--- src/rtl/display_sel_ctrl_pkg.sv ---
`default_nettype none
// +------------------------------------------------------------------+
// | Package : display_sel_ctrl_pkg                                   |
// | Brief   : Shared display-select encodings and helpers used by    |
// |           the selection controller and the display mux.          |
// | Revision: 1.0 - initial release                                  |
// +------------------------------------------------------------------+
package display_sel_ctrl_pkg;

  localparam int DSEL_W = 3;

  typedef logic [DSEL_W-1:0] dsel_t;

  // Display mux selections, in front-panel order
  localparam dsel_t DSEL_STATE  = 3'd0;
  localparam dsel_t DSEL_STATUS = 3'd1;
  localparam dsel_t DSEL_AC     = 3'd2;
  localparam dsel_t DSEL_MB     = 3'd3;
  localparam dsel_t DSEL_MQ     = 3'd4;
  localparam dsel_t DSEL_BUS    = 3'd5;
  localparam dsel_t DSEL_MAX    = DSEL_BUS;

  // Source of a selection change, listed in decreasing priority
  typedef enum logic [1:0] {
    EV_NONE = 2'd0,
    EV_LOAD = 2'd1,
    EV_STEP = 2'd2,
    EV_SCAN = 2'd3
  } dsel_event_e;

  // Next selection in rotation; anything at or above the last legal
  // code folds back to the first so 6/7 can never be produced.
  function automatic dsel_t dsel_advance(input dsel_t d);
    return (d >= DSEL_MAX) ? DSEL_STATE : d + dsel_t'(1);
  endfunction

endpackage
`default_nettype wire

--- src/rtl/btn_debounce.sv ---
`default_nettype none
// +------------------------------------------------------------------+
// | Module  : btn_debounce                                           |
// | Brief   : Synchronizer + four-state debounce FSM for a panel key;|
// |           emits a single-cycle pulse per debounced press.        |
// | Revision: 1.0 - initial release                                  |
// +------------------------------------------------------------------+
module btn_debounce #(
  parameter int DB_CYCLES = 50000
) (
  input  logic clk,
  input  logic reset,
  input  logic btn_raw,
  output logic press
);

  localparam int CNT_W = (DB_CYCLES > 1) ? $clog2(DB_CYCLES) : 1;
  localparam logic [CNT_W-1:0] CNT_LAST = CNT_W'(DB_CYCLES - 1);

  localparam logic [1:0] ST_IDLE       = 2'd0;
  localparam logic [1:0] ST_PRESS_DB   = 2'd1;
  localparam logic [1:0] ST_HELD       = 2'd2;
  localparam logic [1:0] ST_RELEASE_DB = 2'd3;

  logic             sync_ff1;
  logic             sync_ff2;
  logic             valid_ff1;
  logic             valid_ff2;
  logic             armed;
  logic [1:0]       state;
  logic [1:0]       state_next;
  logic [CNT_W-1:0] cnt;
  logic [CNT_W-1:0] cnt_next;

  // Two-flop synchronizer for the raw key, plus a parallel marker that
  // says when the synchronizer holds real samples rather than reset zeros
  always_ff @(posedge clk or negedge reset) begin
    if (!reset) begin
      sync_ff1  <= 1'b0;
      sync_ff2  <= 1'b0;
      valid_ff1 <= 1'b0;
      valid_ff2 <= 1'b0;
    end else begin
      sync_ff1  <= btn_raw;
      sync_ff2  <= sync_ff1;
      valid_ff1 <= 1'b1;
      valid_ff2 <= valid_ff1;
    end
  end

  // Arm only after a genuine released level is seen, so a key held
  // across reset release cannot produce a press
  always_ff @(posedge clk or negedge reset) begin
    if (!reset) begin
      armed <= 1'b0;
    end else if (valid_ff2 && !sync_ff2) begin
      armed <= 1'b1;
    end
  end

  // State register and shared debounce counter
  always_ff @(posedge clk or negedge reset) begin
    if (!reset) begin
      state <= ST_IDLE;
      cnt   <= '0;
    end else begin
      state <= state_next;
      cnt   <= cnt_next;
    end
  end

  // Next-state and counter logic; counter restarts on every state entry
  always_comb begin
    state_next = state;
    cnt_next   = cnt;
    case (state)
      ST_IDLE: begin
        cnt_next = '0;
        if (sync_ff2 && armed) begin
          state_next = ST_PRESS_DB;
        end
      end
      ST_PRESS_DB: begin
        if (!sync_ff2) begin
          state_next = ST_IDLE;
          cnt_next   = '0;
        end else if (cnt == CNT_LAST) begin
          state_next = ST_HELD;
          cnt_next   = '0;
        end else begin
          cnt_next = cnt + CNT_W'(1);
        end
      end
      ST_HELD: begin
        cnt_next = '0;
        if (!sync_ff2) begin
          state_next = ST_RELEASE_DB;
        end
      end
      ST_RELEASE_DB: begin
        if (sync_ff2) begin
          state_next = ST_HELD;
          cnt_next   = '0;
        end else if (cnt == CNT_LAST) begin
          state_next = ST_IDLE;
          cnt_next   = '0;
        end else begin
          cnt_next = cnt + CNT_W'(1);
        end
      end
      default: begin
        state_next = ST_IDLE;
        cnt_next   = '0;
      end
    endcase
  end

  // Press pulse fires only on the PRESS_DB -> HELD transition
  always_comb begin
    press = 1'b0;
    if ((state == ST_PRESS_DB) && sync_ff2 && (cnt == CNT_LAST)) begin
      press = 1'b1;
    end
  end

endmodule
`default_nettype wire

--- src/rtl/display_sel_ctrl.sv ---
`default_nettype none
// +------------------------------------------------------------------+
// | Module  : display_sel_ctrl                                       |
// | Brief   : Front-panel display selection: debounced DISP step,    |
// |           timed auto-scan and forced MB select on panel load.    |
// | Revision: 1.0 - initial release                                  |
// +------------------------------------------------------------------+
module display_sel_ctrl
  import display_sel_ctrl_pkg::*;
#(
  parameter int DB_CYCLES   = 50000,
  parameter int SCAN_CYCLES = 12000000
) (
  input  logic              clk,
  input  logic              reset,
  input  logic              step_btn,
  input  logic              scan_en,
  input  logic              panel_load,
  output logic [DSEL_W-1:0] dsel,
  output logic              step_ack
);

  localparam int SCAN_W = (SCAN_CYCLES > 1) ? $clog2(SCAN_CYCLES) : 1;
  localparam logic [SCAN_W-1:0] SCAN_LAST = SCAN_W'(SCAN_CYCLES - 1);

  logic              step_req;
  logic              scan_tick;
  dsel_event_e       ev_sel;
  dsel_t             dsel_next;
  logic              ack_next;
  logic [SCAN_W-1:0] scan_cnt;
  logic [SCAN_W-1:0] scan_cnt_next;

  btn_debounce #(
    .DB_CYCLES (DB_CYCLES)
  ) u_step_db (
    .clk     (clk),
    .reset   (reset),
    .btn_raw (step_btn),
    .press   (step_req)
  );

  // Dwell expiry while scanning
  always_comb begin
    scan_tick = scan_en && (scan_cnt == SCAN_LAST);
  end

  // Pick the single winning event; losers in the same cycle are dropped
  always_comb begin
    ev_sel = EV_NONE;
    if (panel_load) begin
      ev_sel = EV_LOAD;
    end else if (step_req) begin
      ev_sel = EV_STEP;
    end else if (scan_tick) begin
      ev_sel = EV_SCAN;
    end
  end

  // Apply the winning event; any event restarts the dwell
  always_comb begin
    dsel_next     = dsel;
    ack_next      = 1'b0;
    scan_cnt_next = scan_en ? (scan_cnt + SCAN_W'(1)) : '0;
    case (ev_sel)
      EV_LOAD: begin
        dsel_next     = DSEL_MB;
        ack_next      = (dsel != DSEL_MB);
        scan_cnt_next = '0;
      end
      EV_STEP, EV_SCAN: begin
        dsel_next     = dsel_advance(dsel);
        ack_next      = 1'b1;
        scan_cnt_next = '0;
      end
      default: begin
      end
    endcase
  end

  // Selection, acknowledge and dwell counter registers
  always_ff @(posedge clk or negedge reset) begin
    if (!reset) begin
      dsel     <= DSEL_STATE;
      step_ack <= 1'b0;
      scan_cnt <= '0;
    end else begin
      dsel     <= dsel_next;
      step_ack <= ack_next;
      scan_cnt <= scan_cnt_next;
    end
  end

endmodule
`default_nettype wire

--- config.mk ---
export PLATFORM = sky130hd
export DESIGN_NAME = display_sel_ctrl
export DESIGN_NICKNAME = d
export VERILOG_FILES = /design/src/rtl/display_sel_ctrl_pkg.sv /design/src/rtl/btn_debounce.sv /design/src/rtl/display_sel_ctrl.sv
export SDC_FILE = /design/constraint.sdc
export NUM_CORES = 1
export LEC_CHECK = 0
export CAP_MARGIN = 20
export CORE_MARGIN = 8
export CORE_UTILIZATION = 50
export CTS_CLUSTER_DIAMETER = 150
export DETAILED_ROUTE_END_ITERATION = 6
export PLACE_DENSITY_LB_ADDON = 0.2
export SLEW_MARGIN = 10
export SYNTH_ARGS = -nofsm -noshare
export SYNTH_HDL_FRONTEND = slang
export SYNTH_HIERARCHICAL = 1
export SYNTH_SLANG_ARGS = --single-unit
--- constraint.sdc ---
create_clock -name clk -period 2.9 [get_ports clk]
set_input_delay 0.29 -clock clk [delete_from_list [all_inputs] [get_ports clk]]
set_output_delay 0.29 -clock clk [all_outputs]
set_load 0.005 [all_outputs]
======== Word-level counts from Yosys, hierarchy flattened ========
Cells that the tools add are included.
word-level totals
  bits in registers ....................... 51
  logic and storage cells ................. 59
cells by class
  $add $sub $neg .......................... 3
  order comparisons ....................... 1
  equality and inequality tests ........... 13
  mux-type cells .......................... 20
  reduce and logical (&&, ||, !) cells .... 12
operators by type and width
  cell                     count
  $mux W16                 3
  $mux W24                 2
  $pmux W16 S3             1
  $add A24 B1 Y24 const B  1
  $eq A24 B24 Y1 const B   1
  $mux W2                  9
  $add A16 B1 Y16 const B  1
  $eq A16 B16 Y1 const B   1
  $eq A2 B2 Y1 const B     4
  $pmux W2 S4              1
  $pmux W3 S2              1
  $logic_and A1 B1 Y1      5
  $eq A2 B1 Y1 const B     2
  $reduce_and A4 Y1        1
  $reduce_or A2 Y1         2
  $add A3 B1 Y3 const B    1
  $ge A3 B3 Y1 const B     1
  $mux W3                  1
  $ne A3 B1 Y1 const B     1
  $ne A3 B2 Y1 const B     1
  $ne A3 B3 Y1 const B     1
  $reduce_or A3 Y1         1
  $logic_not A2 Y1         1
  $ne A2 B1 Y1 const B     1
  other kinds (5)          5

======== Depth between registers and ports, before layout ========
Gate-level depths: netlist of run 1.
  word-level depth ........................ 9
  mapped depth ............................ 9
  gate-level depth less buffers ........... 7

======== Modules after synthesis ========
The synthesis of run 1 kept the hierarchy.
by module, submodules not included
  module            times used  cells each  area each (um2)  sequential area each (um2)
  display_sel_ctrl  1           156         1465.2           700.7
  btn_debounce      1           103         1092.3           575.6

======== Least setup slack after synthesis of run 1 ========
No wires, ideal clock.
  kind .................................... register -> register
  start point ............................. register u_step_db.cnt[4]
  end point ............................... register scan_cnt[12]
  setup time .............................. 0.132 ns
  data arrival time ....................... 1.877 ns
  data required time ...................... 2.768 ns
  slack ................................... 0.891 ns
  cell stages (with the launch flop) ...... 8
  buffers on the path ..................... 1
  clock period less this slack ............ 2.009 ns
  path through ............................ dfrtp_1 or4b_4 nor4_1 nor2_1 nand2_1 a21o_1 clkbuf_1 nor2_1
on the way
  longest elaborated chain between the ends .. 8
  elaborated cells between the ends (all ways) .. 10
  those cells by class .................... eq/ne: 4; mux: 4; reduce/logical: 2
ends and longest elaborated chain
  item                                          line                    RTL
  from (decl)                                   btn_debounce.sv:32      logic [CNT_W-1:0] cnt;
  from (signal assigned)                        btn_debounce.sv:68      cnt <= cnt_next;
  $eq A16 B16 Y1 *                              btn_debounce.sv:121     if ((state == ST_PRESS_DB) && sync_ff2 && (cnt == CNT_LAST)) begin
  $logic_and A1 B1 Y1 *                         btn_debounce.sv:121
  $mux W1 *                                     btn_debounce.sv:121
  net step_req                                  display_sel_ctrl.sv:26  logic step_req;
  $mux W2 *                                     display_sel_ctrl.sv:53  end else if (step_req) begin
  $mux W2 *                                     display_sel_ctrl.sv:51  if (panel_load) begin
  $eq A2 B2 Y1 or $eq A2 B1 Y1 (tied branches)  display_sel_ctrl.sv:65  case (ev_sel)
  $reduce_or A3 Y1 (no source line) *           -
  $mux W24 *                                    display_sel_ctrl.sv:65
  net scan_cnt_next[12]                         display_sel_ctrl.sv:32  logic [SCAN_W-1:0] scan_cnt_next;
  to (signal assigned)                          display_sel_ctrl.sv:90  scan_cnt <= scan_cnt_next;
  to (decl)                                     display_sel_ctrl.sv:31  logic [SCAN_W-1:0] scan_cnt;
The timed path passes the listed nets; every way through them passes the cells marked *.
A chain may end at the register's enable or synchronous reset.

======== Final worst setup path of run 1 ========
  start point ............................. register u_step_db.cnt[4]
  end point ............................... register scan_cnt[23]
The elaborated chain is that of the path after synthesis.

==> metrics.md, run 1 <==
| Metric | Value |
|---|---|
| Per-cell routed wire length | `approximately 13 microns` |
| Mapped Avg Cell Area | `about 9.9 sq um` |
| Placement Rows | `26` |
| Initial core utilization | `0.510` |
| CTS tree | `yes` |
| Number of H-tree branching levels | `2` |
| Biggest fanout along the worst timing path | `11` |
| Number of nets at the end of the flow | `between 200 and 300` |
| Wire length of the first global-routing pass | `between 8000 and 9000 microns` |
| Post-synthesis instance total | `259` |
| Largest net degree at the start of global routing | `26` |
| Number of flip-flops and latches in the synthesized netlist | `51` |
| Worst IR drop on VDD | `0.263 mV` |
| Hold-critical path depth | `0` |
| Worst r2r path cells | `7` |
| Data arrival time at the worst-slack endpoint | `2.36 ns` |
| Worst-Skew Late Latency | `0.30 ns` |
| Post-detailed-route DRC marker count | `0` |
| Vias | `1,869` |
| Final RePlAce weighted congestion | `0.796` |
| Setup Viol. Count Final | `0` |
| Total inserted antenna cells | `0` |
| Max Buffers Root-to-Sink | `2` |
| Number of nets in the synthesized netlist | `roughly 270` |
| Power density normalized to cell area | `between 400 and 500 nW/um^2` |
| End point of the worst hold path | `u_step_db/sync_ff2` |
| Total power draw | `about 1.2 mW` |
| Data required time of the worst path | `3.09 ns` |
| Remaining antenna violation count after routing | `0` |
| Unrepaired setup endpoints after global routing | `false` |
| Via-per-instance ratio | `5.48` |
| Clock-pin slew of the registers on the worst-case setup and hold paths | `0.09 ns` |
| CP Class | `reg2reg` |
| Ratio of cells with drive above 1 in the final layout | `0.0775` |
| Final worst path period need | `between 2 and 2.5 ns` |
| Outcome | `finished clean` |
| Setup TNS | `0 ns` |
| Die extent in y | `87.5 microns` |
| Core region area | `5010 sq um` |
| Post-DP HPWL | `roughly 3200 microns` |
| Distinct cell type count of the synthesized netlist | `39` |
| Final critical-path share of the clock period | `0.749` |
| Kind of end point of the critical path | `flip-flop` |
| Worst path max stage delay | `0.56 ns` |
| Final max-slew violation count | `0` |
| Most common cell after layout, fill and taps aside | `dfrtp_1` |
| Slew Limit Headroom | `0.642` |
| Initial detailed-routing violation count | `50` |
| Die Wd | `87.5 microns` |
| Number of iterations in the first detailed-routing pass | `4` |
| Cell leakage power | `1.11 nW` |
| Count of max-cap constraint violations | `0` |
| Number of failing hold endpoints at the final stage | `0` |
| Register area share after synthesis | `0.499` |
| Maximum clock skew at final layout | `around 0.0053 ns` |
| Die area | `7660 sq um` |
| R2R Setup Slk | `roughly 0.73 ns` |
| Remaining Overflow, GRT | `0` |
| Number of antenna violations at the first check in global routing | `0` |
| Filler cell count | `476` |
| Count of buffers added by post-CTS timing repair for setup | `0` |
| Total clock sinks | `51` |
| Via count of the first global-routing pass | `1,760` |
| Commonest non-fill, non-tap cells in the layout | `dfrtp_1, nor2_1, a21oi_1, xnor2_1, nand3_1` |
| Reg-to-Reg End | `scan_cnt[23]` |
| Root cell of the clock tree | `clkbuf_8` |
| TritonCTS buffer count | `5` |
| Startpoint of the most critical register-to-register path | `u_step_db/cnt[4]` |
| Synth-to-layout area growth | `9.54%` |
| Ordered list of cells on the worst path | `or4b_4 > nor4_1 > nor2_1 > nand2_1 > a21o_1 > buf_4 > a21oi_1` |
| Area of the mapped netlist | `2560 sq um` |
| Buffers on Ports | `8` |
| Aggregate global-route resource usage | `0.135` |
| Maximum frequency from static timing analysis | `approximately 0.46 GHz` |
| Warning count from the yosys run | `6` |
| Master of the slowest instance on the critical path | `or4b_4` |
| Hold Path Origin | `u_step_db/sync_ff1` |
| CTS resizes | `0` |
| Least-Margin Pin Slew | `~0.54 ns` |
| Setup crit start kind | `flip-flop` |
| Min-Delay Path Class | `reg2reg` |
| Ports placed on the boundary | `9` |
| Total length of routed wires | `approximately 4500 microns` |
what timing repair did:
item	in CTS	in global routing
setup endpoints to repair	0	0
hold buffers	1	0
endpoints found under the hold margin	23	0
area by class of cell:
| type | count | area [sq um] | share of cell area |
|---|---|---|---|
| clock buffers | 6 | 82.6 | 0.0295 |
| clock inverters | 1 | 5.00 | 0.00179 |
| inverters | 12 | 45.0 | 0.0161 |
| multi-input cells | 188 | 1190 | 0.425 |
| flip-flops and latches | 51 | 1280 | 0.456 |
| well taps | 70 | 87.6 | 0.0313 |
| repair buffers | 13 | 115 | 0.0411 |
synthesized netlist by cell type:
library cell	instances	area [sq um]
o21ai_0	7	35.0
o31ai_1	6	45.0
buf_6	2	22.5
dfrtp_1	51	1280
or3_2	1	7.51
mux2_2	1	11.3
xnor2_1	16	140
nand3_1	14	70.1
xor2_1	8	70.1
mux2_4	1	15.0
buf_2	1	5.00
nor4_1	6	37.5
nor3_1	6	30.0
nand2b_1	1	6.26
nor4b_1	1	8.76
nand2_1	11	41.3
nor4_4	1	21.3
or2_2	1	6.26
clkbuf_1	5	18.8
o31a_1	1	8.76
inv_1	12	45.0
or4_4	1	11.3
or3_1	7	43.8
conb_1	1	3.75
a21o_1	3	22.5
a21oi_1	16	80.1
mux2i_1	3	30.0
or4_1	7	52.6
ha_1	5	62.6
nor2_1	42	158
nor4bb_1	1	10.0
nand4_1	10	62.6
and4_1	3	26.3
and2_1	2	12.5
nand3_2	1	10.0
or4b_4	1	13.8
nand3b_4	1	20.0
and4b_1	1	10.0
and3_1	1	6.26
metal layers:
metal  up-vias  global-route usage  wire (microns)
met1       913               0.176            2230
met4         0              0.0484              64
met3         6              0.0349             174
met2        20               0.211            2080
met5         -                   0               0
li1        930                   -               -
worst max-delay path, delay by kind of cell (launching register included):
family / cells / cell delay (ns)
AOI/OAI and AO/OA: 2 / 0.19
buffers and inverters: 1 / 0.19
DFF: 1 / 0.41
and+or+nand+nor: 4 / 1.25
worst max-delay path by stage:
stage | slack [ns] | endpoint | depth (start not counted) | from
floorplan | 0.89 | scan_cnt[12] | 7 | u_step_db/cnt[4]
finish | 0.73 | scan_cnt[23] | 7 | u_step_db/cnt[4]
global placement | 0.74 | scan_cnt[23] | 7 | u_step_db/cnt[4]
global route | 0.54 | scan_cnt[23] | 8 | u_step_db/cnt[11]
CTS | 0.71 | scan_cnt[23] | 7 | u_step_db/cnt[4]
detailed placement | 0.74 | scan_cnt[23] | 7 | u_step_db/cnt[4]
stage by stage:
| step | cells | setup slack, ns | hold WS [ns] | util | area, sq um |
|---|---|---|---|---|---|
| 6_report | 341 | 0.729 | 0.356 | 0.559 | 2800 |
| 5_1_grt | 341 | 0.539 | 0.371 | 0.559 | 2800 |
| 4_1_cts | 341 | 0.706 | 0.360 | 0.559 | 2800 |
| 3_5_place_dp | 333 | 0.735 | 0.309 | 0.540 | 2700 |
| 3_3_place_gp | 333 | 0.740 | 0.305 | 0.540 | 2700 |
| 2_1_floorplan | 259 | 0.891 | -0.00559 | - | 2560 |
power breakdown:
| part | internal, mW | switching, mW |
|---|---|---|
| Combinational | 0.0144 | 0.0303 |
| Clock | 0.188 | 0.230 |
| Sequential | 0.717 | 0.00516 |
kinds of logic (layout without fill, tap and decap cells):
logic type / after synthesis / count (layout) / synth area share
buf+inv: 20 / 32 / 0.0357
other cells: 1 / 1 / 0.00147
xor+xnor: 24 / 24 / 0.0822
fa+ha+maj: 5 / 5 / 0.0245
simple gates: 120 / 120 / 0.260
flops: 51 / 51 / 0.499
mux: 5 / 5 / 0.0220
compound gates: 33 / 33 / 0.0749
sequential cells by signal, indices dropped and copies added (netlist names), named ones only:
register and cells:
step_ack 1, u_step_db/valid_ff2 1, u_step_db/armed 1, u_step_db/sync_ff1 1
u_step_db/sync_ff2 1, scan_cnt 24, u_step_db/state 1, u_step_db/cnt 16
u_step_db/valid_ff1 1, dsel 3
(Power assumes the default switching activity.)
==> run 2: changes to the inputs <==
==> constraint.sdc (replaced) <==
create_clock -name clk -period 2.2 [get_ports clk]
set_input_delay 0.22 -clock clk [delete_from_list [all_inputs] [get_ports clk]]
set_output_delay 0.22 -clock clk [all_outputs]
set_load 0.005 [all_outputs]
==> metrics.md, run 2 (synthesized netlist as in run 1, its figures left out) <==
| Metric | Value |
|---|---|
| Min-Delay Path Class | `in2reg` |
| Max Buffers Root-to-Sink | `2 (unchanged)` |
| Data arrival time at the worst-slack endpoint | `2.23 ns (-0.13 ns)` |
| Unrepaired setup endpoints after global routing | `false` |
| Number of iterations in the first detailed-routing pass | `4 (unchanged)` |
| Remaining antenna violation count after routing | `0 (unchanged)` |
| Final RePlAce weighted congestion | `0.798 (+0.28%)` |
| Slew Limit Headroom | `0.567 (-0.0748)` |
| Number of antenna violations at the first check in global routing | `0 (unchanged)` |
| Biggest fanout along the worst timing path | `10 (-1)` |
| TritonCTS buffer count | `5 (unchanged)` |
| Die Wd | `87.5 microns (unchanged)` |
| Via count of the first global-routing pass | `1,855 (+5.4%)` |
| Ordered list of cells on the worst path | `ha_1 > and4_1 > nand3_1 > or4_1 > a21oi_1` |
| Per-cell routed wire length | `13.3 microns (-0.17%)` |
| Ratio of cells with drive above 1 in the final layout | `0.0978 (+0.0203)` |
| Synth-to-layout area growth | `12.1%` |
| Final critical-path share of the clock period | `0.907 (+0.158)` |
| Max FFs per register | `24 (unchanged)` |
| DP Cell Count | `337 (+1.2%)` |
| CP Class | `reg2reg` |
| Vias | `1,860 (-0.48%)` |
| Number of H-tree branching levels | `2 (unchanged)` |
| Ports placed on the boundary | `9 (unchanged)` |
| Number of nets at the end of the flow | `285 (+1.4%)` |
| Cell leakage power | `1.14 nW (+2.5%)` |
| Core region area | `5010 sq um (unchanged)` |
| Worst IR drop on VDD | `0.311 mV (+18%)` |
| Total length of routed wires | `4610 microns (+1.3%)` |
| Clock-pin slew of the registers on the worst-case setup and hold paths | `0.09 ns (about the same)` |
| Aggregate global-route resource usage | `0.140 (+0.00470)` |
| Power density normalized to cell area | `558 nW/um^2 (+32%)` |
| Buffers on Ports | `8 (unchanged)` |
| Count of buffers added by post-CTS timing repair for setup | `0 (unchanged)` |
| Remaining Overflow, GRT | `0 (unchanged)` |
| Worst path max stage delay | `0.56 ns (about the same)` |
| Outcome | `finished clean` |
| CTS tree | `yes` |
| Count of max-cap constraint violations | `0 (unchanged)` |
| Placement Rows | `26 (unchanged)` |
| Wire length of the first global-routing pass | `8470 microns (+3.5%)` |
| Kind of end point of the critical path | `flip-flop` |
| Post-route non-filler standard cell count | `346 (+1.5%)` |
| Worst-Skew Late Latency | `0.31 ns (about the same)` |
| Number of failing hold endpoints at the final stage | `0 (unchanged)` |
| Root cell of the clock tree | `clkbuf_8` |
| Die area | `7660 sq um (unchanged)` |
| Largest net degree at the start of global routing | `31 (+19%)` |
| Most common cell after layout, fill and taps aside | `dfrtp_1` |
| Master of the slowest instance on the critical path | `or4_1` |
| Via-per-instance ratio | `5.38 (-1.9%)` |
| Total clock sinks | `51 (unchanged)` |
| Data required time of the worst path | `2.43 ns (-0.66 ns)` |
| Maximum frequency from static timing analysis | `0.501 GHz (+8.8%)` |
| Total inserted antenna cells | `0 (unchanged)` |
| Register with the most flip-flops | `scan_cnt` |
| Commonest non-fill, non-tap cells in the layout | `dfrtp_1, nor2_1, a21oi_1, xnor2_1, nand3_1` |
| Initial detailed-routing violation count | `60 (+20%)` |
| Least-Margin Pin Slew | `0.649 ns (+0.112 ns)` |
| Post-DP HPWL | `3210 microns (+1.5%)` |
| Final worst path period need | `2.00 ns (-0.175 ns)` |
| Filler cell count | `470 (-1.3%)` |
| Initial core utilization | `0.510 (unchanged)` |
| Final max-slew violation count | `0 (unchanged)` |
| Setup Viol. Count Final | `0 (unchanged)` |
| Maximum clock skew at final layout | `0.00412 ns (-0.00122 ns)` |
| Setup crit start kind | `flip-flop` |
| Largest registers in the final layout | `scan_cnt x24, u_step_db/cnt x16, dsel x3` |
| Post-detailed-route DRC marker count | `0 (unchanged)` |
| Die extent in y | `87.5 microns (unchanged)` |
| Setup TNS | `0 ns (unchanged)` |
run 2: cell count changes in the layout (fill, tap and decap cells not counted):
cell / previous run / this run
buf_4: 4 / 7
clkinvlp_4: 0 / 1
clkbuf_8: 6 / 7
nor4_1: 6 / 5
buf_12: 0 / 1
nor4_2: 0 / 1
clkinv_2: 1 / 0
run 2: worst max-delay path, delay by kind of cell, from the launching register on:
kind,cells,cell delay (ns)
AO/OA/AOI/OAI,1,0.16
AND/OR/NAND/NOR,3,1.11
adder cells (fa/ha/maj),1,0.24
flip-flops,1,0.40
run 2: repair_timing:
action                                 4_1_cts  5_1_grt
setup endpoints to repair                    0       13
resized for setup                            0        1
hold buffers                                 1        0
endpoints found under the hold margin       28        0
run 2: final cells by class:
type,instances,area (sq um),share of cell area
sequential,51,1280,0.445
multi-input combinational,188,1200,0.417
timing repair buffer,17,158,0.0550
clock buffer,7,96.3,0.0336
tap,70,87.6,0.0306
inverter,12,45.0,0.0157
clock inverter,1,7.51,0.00262
run 2: layer usage:
layer  wire, microns  GRT usage  vias up  part of all wire
met3             101     0.0349        8             0.022
met1            2260      0.170      899              0.49
met2            2170      0.234       15              0.47
met4              76     0.0484        0             0.017
li1                -          -      938                 -
met5               0          0        -                 0
run 2: stage by stage:
step	hold WS [ns]	instance area (sq um)	total power [mW]	utilization	worst slack [ns]
floorplan	-0.0756	2560	0.994	-	0.191
global placement	0.287	2750	1.03	0.548	0.219
detailed placement	0.291	2750	1.03	0.548	0.187
CTS	0.348	2860	1.62	0.571	0.163
global route	0.342	2870	1.68	0.572	0.0329
finish	0.346	2870	1.60	0.572	0.204
run 2: worst paths after layout:
check,start,to,slack (ns),cells past startpoint
max,scan_cnt[0],scan_cnt[22],0.20,5
min,step_btn,u_step_db/sync_ff1,0.35,1
max reg2reg,scan_cnt[0],scan_cnt[22],0.20,5
min reg2reg,u_step_db/sync_ff1,u_step_db/sync_ff2,0.35,0
max in group asynchronous,reset,scan_cnt[17],1.00,3
min in group asynchronous,reset,async pin,0.47,2
run 2: power by group:
part / switching, mW / internal [mW]
logic: 0.0402 / 0.0201
clock network: 0.301 / 0.286
registers: 0.00673 / 0.945
==> run 3: changes to the inputs <==
--- a/config.mk
+++ b/config.mk
@@ -8,10 +8,10 @@
 export CAP_MARGIN = 20
 export CORE_MARGIN = 8
 export CORE_UTILIZATION = 50
-export CTS_CLUSTER_DIAMETER = 150
+export CTS_CLUSTER_DIAMETER = 30
 export DETAILED_ROUTE_END_ITERATION = 6
 export PLACE_DENSITY_LB_ADDON = 0.2
-export SLEW_MARGIN = 10
+export SLEW_MARGIN = 15
 export SYNTH_ARGS = -nofsm -noshare
 export SYNTH_HDL_FRONTEND = slang
 export SYNTH_HIERARCHICAL = 1
==> results of run 3 <==
Final layout, timing and power as in run 2 (identical DEF).
